--- src/rtl/ram_port_arbiter.sv ---
// Round-robin arbiter sharing the two ports of an 8x32 dual-port RAM
// among four requesters, with read tagging and per-requester return.
//
// Ports:
//   clk, rst            clock, async active-high reset
//   req/we/addr/wdata   per-requester command (slice i belongs to i)
//   gnt                 one-cycle grant pulse per requester
//   rvalid/rdata        per-requester read return (rdata holds last)
//   ram_*1, ram_*2      registered RAM port commands / RAM read data
module ram_port_arbiter #(
  parameter int DW = 32,
  parameter int AW = 3
) (
  input  logic            clk,
  input  logic            rst,
  input  logic [3:0]      req,
  input  logic [3:0]      we,
  input  logic [4*AW-1:0] addr,
  input  logic [4*DW-1:0] wdata,
  output logic [3:0]      gnt,
  output logic [3:0]      rvalid,
  output logic [4*DW-1:0] rdata,
  output logic            ram_wen1,
  output logic            ram_wen2,
  output logic [AW-1:0]   ram_addr1,
  output logic [AW-1:0]   ram_addr2,
  output logic [DW-1:0]   ram_din1,
  output logic [DW-1:0]   ram_din2,
  input  logic [DW-1:0]   ram_dout1,
  input  logic [DW-1:0]   ram_dout2
);

  logic [1:0]      ptr;
  logic [3:0]      elig;
  logic            f1, f2;
  logic [1:0]      w1, w2;
  logic [1:0]      scan;
  logic [3:0]      gnt_nxt;
  logic [1:0]      ptr_nxt;

  // read tag pipeline: s1 rides with the command regs, s2 with ram_dout
  logic            s1_v1, s1_v2, s2_v1, s2_v2;
  logic [1:0]      s1_o1, s1_o2, s2_o1, s2_o2;
  logic [4*DW-1:0] rdata_q;

  // a requester whose grant is showing this cycle sits out
  assign elig = req & ~gnt;

  always_comb begin
    f1   = 1'b0;
    f2   = 1'b0;
    w1   = '0;
    w2   = '0;
    scan = '0;
    for (int j = 0; j < 4; j++) begin
      scan = ptr + 2'(j);
      if (elig[scan]) begin
        if (!f1) begin
          f1 = 1'b1;
          w1 = scan;
        end else if (!f2) begin
          // two writes to one address would race inside the RAM
          if (!(we[w1] && we[scan] &&
                addr[w1*AW +: AW] == addr[scan*AW +: AW])) begin
            f2 = 1'b1;
            w2 = scan;
          end
        end
      end
    end
  end

  always_comb begin
    gnt_nxt = '0;
    if (f1) gnt_nxt[w1] = 1'b1;
    if (f2) gnt_nxt[w2] = 1'b1;
  end

  always_comb begin
    ptr_nxt = ptr;
    if (f2)      ptr_nxt = w2 + 2'd1;
    else if (f1) ptr_nxt = w1 + 2'd1;
  end

  always_ff @(posedge clk or posedge rst) begin
    if (rst) begin
      ptr       <= '0;
      gnt       <= '0;
      ram_wen1  <= 1'b0;
      ram_wen2  <= 1'b0;
      ram_addr1 <= '0;
      ram_addr2 <= '0;
      ram_din1  <= '0;
      ram_din2  <= '0;
      s1_v1     <= 1'b0;
      s1_v2     <= 1'b0;
      s1_o1     <= '0;
      s1_o2     <= '0;
      s2_v1     <= 1'b0;
      s2_v2     <= 1'b0;
      s2_o1     <= '0;
      s2_o2     <= '0;
      rdata_q   <= '0;
    end else begin
      ptr <= ptr_nxt;
      gnt <= gnt_nxt;

      // idle ports issue a harmless read of address 0
      ram_wen1  <= f1 & we[w1];
      ram_addr1 <= f1 ? addr[w1*AW +: AW] : '0;
      ram_din1  <= f1 ? wdata[w1*DW +: DW] : '0;
      ram_wen2  <= f2 & we[w2];
      ram_addr2 <= f2 ? addr[w2*AW +: AW] : '0;
      ram_din2  <= f2 ? wdata[w2*DW +: DW] : '0;

      s1_v1 <= f1 & ~we[w1];
      s1_o1 <= f1 ? w1 : '0;
      s1_v2 <= f2 & ~we[w2];
      s1_o2 <= f2 ? w2 : '0;

      s2_v1 <= s1_v1;
      s2_o1 <= s1_o1;
      s2_v2 <= s1_v2;
      s2_o2 <= s1_o2;

      if (s2_v1) rdata_q[s2_o1*DW +: DW] <= ram_dout1;
      if (s2_v2) rdata_q[s2_o2*DW +: DW] <= ram_dout2;
    end
  end

  // ram_dout is only valid in the s2 cycle, so the return is muxed
  // live and the holding register keeps it afterwards
  always_comb begin
    rvalid = '0;
    rdata  = rdata_q;
    if (s2_v1) begin
      rvalid[s2_o1]           = 1'b1;
      rdata[s2_o1*DW +: DW]   = ram_dout1;
    end
    if (s2_v2) begin
      rvalid[s2_o2]           = 1'b1;
      rdata[s2_o2*DW +: DW]   = ram_dout2;
    end
  end

endmodule
--- config.mk ---
export PLATFORM = sky130hd
export DESIGN_NAME = ram_port_arbiter
export DESIGN_NICKNAME = d
export VERILOG_FILES = /design/src/rtl/ram_port_arbiter.sv
export SDC_FILE = /design/constraint.sdc
export NUM_CORES = 1
export LEC_CHECK = 0
export ABC_AREA = 1
export CAP_MARGIN = 20
export CORE_ASPECT_RATIO = 0.6
export CORE_MARGIN = 3
export CORE_UTILIZATION = 51
export DETAILED_ROUTE_END_ITERATION = 10
export GPL_TIMING_DRIVEN = 0
export PLACE_DENSITY = 0.88
export SLEW_MARGIN = 20
export SYNTH_ARGS = -nofsm -noshare
export SYNTH_HDL_FRONTEND = slang
export SYNTH_SLANG_ARGS = --single-unit
--- constraint.sdc ---
create_clock -name clk -period 22.8 [get_ports clk]
set_input_delay 4.56 -clock clk [delete_from_list [all_inputs] [get_ports clk]]
set_output_delay 4.56 -clock clk [all_outputs]
set_load 0.05 [all_outputs]
==> impl_metrics.ini <==
[worst_setup_path]
end_kind = output pin
timing.rr.start = ptr[0]
critical_path.cell_chain = clkdlybuf4s50_1 > nand2_1 > nor2_1 > a21oi_1 > o21ai_0 > clkdlybuf4s50_1
worstSetupStartpointType = primary input
worstPathMaxFanout = 3
crit_top_cell = clkdlybuf4s50_1
arrival_ns = 6.75
cp_slowest_stage_delay_ns = 0.94
slowest_stage = clkdlybuf4s50_1
crit_start = ram_dout1[30]
timing_worst_setup_path_type = in -> out
crit_required_ns = 18.24

[drt]
wl_per_cell_um = 23.9
wl_met2_um = 25400
vias_per_cell = 6.27
top_layer_used = met5
drtIter0Drc = 2573
wl_um = 61200
dr_wl_met3_um = 9350
dr.pass1.iters = 9
met1_length_um = 23300
vias = 16100
drc = 0
drtAntennaViolNets = 0

[layout]
area_delta_synth_final_pct = 42.1
n_antenna_cell = 0
multi_input_area_mm2 = 0.00614
fin_nets = 2454
drive_gt1_share_pct = 4.28
n_fill_cell = 1850
regArea_mm2 = 0.00546

[timing]
hold_viol = 0
slew_headroom_pct = 42.9
skew_ns = 0.0216
fmax_mhz = 88.5
fin_tns_setup_ns = 0
worst_pin_slew_ns = 0.847
period_share_pct = 49.6
slew_viol_final = 0
rsz0062_at_grt = no
setup_viol = 0
fin_crit_ns = 11.31

[global_route]
grt_antenna_before_repair = 3
grt_overflow = 0
grt_pass1_vias = 15200
grt_usage_pct = 43.3
grt_max_degree = 108
grt_pass1_wl_um = 90800

[floorplanning]
dieArea_mm2 = 0.0273
ios = 422
initial_core_util_pct = 52.6
core_mm2 = 0.0245
fp.dieH_um = 129
num_rows = 44
die_x_um = 211

[hold_path]
min-delay-start = s1_o2[0]
min_path_type = reg -> reg

[synthesis]
yosysSeqAreaShare_pct = 42.3
synth_xor_area_share_pct = 0.0679
dominantRegCellSynth = dfrtp_1
synthMuxAreaShare_pct = 0
synth_nets = 2007
ys_types = 35
synth-edff-count = 0
synth_warnings = 0
synth_top_family_by_area = simple AND/OR/NAND/NOR gates
synth_compound_area_share_pct = 22.5
async_flop_share_pct = 100
syn_inst = 1779
ys_seq_elements = 218
synth_fa_ha_area_share_pct = 1.36
syn_avg_cell_area_um2 = 7.25
syn_area_mm2 = 0.0129
yosys.area_share.simple_pct = 23.7

[clock_network]
cts_tree = built
cts_root_buffer = clkbuf_16
numCtsBuffers = 22
clk_latency_ns = 0.54
htree_levels = 1
clk_pin_slew_ns = 0.06
postCtsSetupBuffers = 0
clockBufferDepth = 3
cts_hold_buf = 0
cts.sinks = 218
cts_resized = 0

[placement]
hpwl_um = 45900
globalplace.congestion = 1.07
port_buffers = 421

[flow_run]
drv_cap = 0

[run_status]
status = completed
-- state kept, by name, indices dropped and copies added, names as in the netlist, 2 cells and up --
| signal | flops |
|---|---|
| s1_o2 | 2 |
| s2_o2 | 2 |
| s1_o1 | 2 |
| ram_din2 | 32 |
| ram_addr2 | 3 |
| ptr | 2 |
| s2_o1 | 2 |
| ram_addr1 | 3 |
| ram_din1 | 32 |
| rdata_q | 128 |
| gnt | 4 |
-- kinds of logic (layout without fill, tap and decap cells) --
kind of cell,after synthesis,in the layout
compound gates,494,494
buf+inv,317,780
xor+xnor,1,1
simple gates,735,735
flops,218,218
fa+ha+maj,14,14
-- stage by stage --
step                cells  instance area (um2)  hold WS, ns  util, %  setup slack [ns]
finish               2564                18300        0.349     74.8             11.49
global route         2564                18300        0.359     74.8             11.41
CTS                  2564                18300        0.352     74.8             11.50
detailed placement   2524                17600        0.339     71.7             11.51
global placement     2522                17500        0.332     71.5              9.43
floorplan            1779                12900        0.331        -             12.28
-- critical path: cells and delay by family --
kind            cells  cell delay, ns
compound gates      2            0.38
simple gates        2            0.30
buf+inv             2            1.50
-- layout make-up --
cell class                 instances  area share [%]
multi-input combinational       1244            33.5
sequential                       218            29.8
timing repair buffer             423            23.3
inverter                         188            3.93
clock buffer                      30            3.50
buffer                           129            3.20
tap                              322            2.20
clock inverter                    10           0.580
-- routing by layer --
| layer | track usage [%] | vias up |
|---|---|---|
| li1 | - | 6853 |
| met5 | 0 | - |
| met4 | 16.8 | 4 |
| met3 | 13.2 | 249 |
| met1 | 59.4 | 7464 |
| met2 | 65.1 | 1498 |
-- worst paths after layout --
path,endpoint,slack (ns),cells after the start
worst max-delay path,rdata[126],11.49,6
worst min-delay path,s2_o2[0],0.35,0
worst max register to register,ram_din2[25],17.72,22
worst min register to register,s2_o2[0],0.35,0
max in group asynchronous,s1_o1[1],17.14,4
min in group asynchronous,ram_din2[26],4.42,2
-- cell usage after synthesis, types with 2 or more instances --
cell type	count	area share, %
clkbuf_1	85	2.5
o211ai_1	4	0.23
a211oi_1	32	1.9
nor2_2	2	0.097
buf_1	20	0.58
nand3_1	91	3.5
nor3_1	35	1.4
nand4_1	4	0.19
ha_1	14	1.4
inv_2	2	0.058
o21ai_0	183	7.1
buf_2	9	0.35
dfrtp_1	218	42
nand2_4	5	0.44
a21oi_1	69	2.7
nand3b_1	3	0.17
o22ai_1	64	3.1
buf_6	9	0.79
nand2_1	488	14
a32oi_1	64	4.3
nand3_2	4	0.31
inv_1	184	5.4
nor2_1	89	2.6
nand2_2	12	0.58
o21ai_1	74	2.9
buf_4	6	0.35
-- cells in the final DEF, fill, tap and decap left out, types with 2 or more instances in the layout --
master / count
a211oi_1: 32
a21oi_1: 69
a32oi_1: 64
buf_1: 20
buf_16: 2
buf_2: 9
buf_4: 6
buf_6: 9
bufinv_16: 2
clkbuf_1: 88
clkbuf_16: 23
clkbuf_8: 4
clkdlybuf4s50_1: 421
clkinv_2: 6
dfrtp_1: 218
ha_1: 14
inv_1: 183
inv_2: 2
nand2_1: 488
nand2_2: 12
nand2_4: 5
nand3_1: 91
nand3_2: 4
nand3b_1: 3
nand4_1: 4
nor2_1: 89
nor2_2: 2
nor3_1: 35
o211ai_1: 4
o21ai_0: 183
o21ai_1: 74
o22ai_1: 64
Power is not shown: default switching activity piles up to over one toggle a cycle in this logic, so the estimate is an artifact.
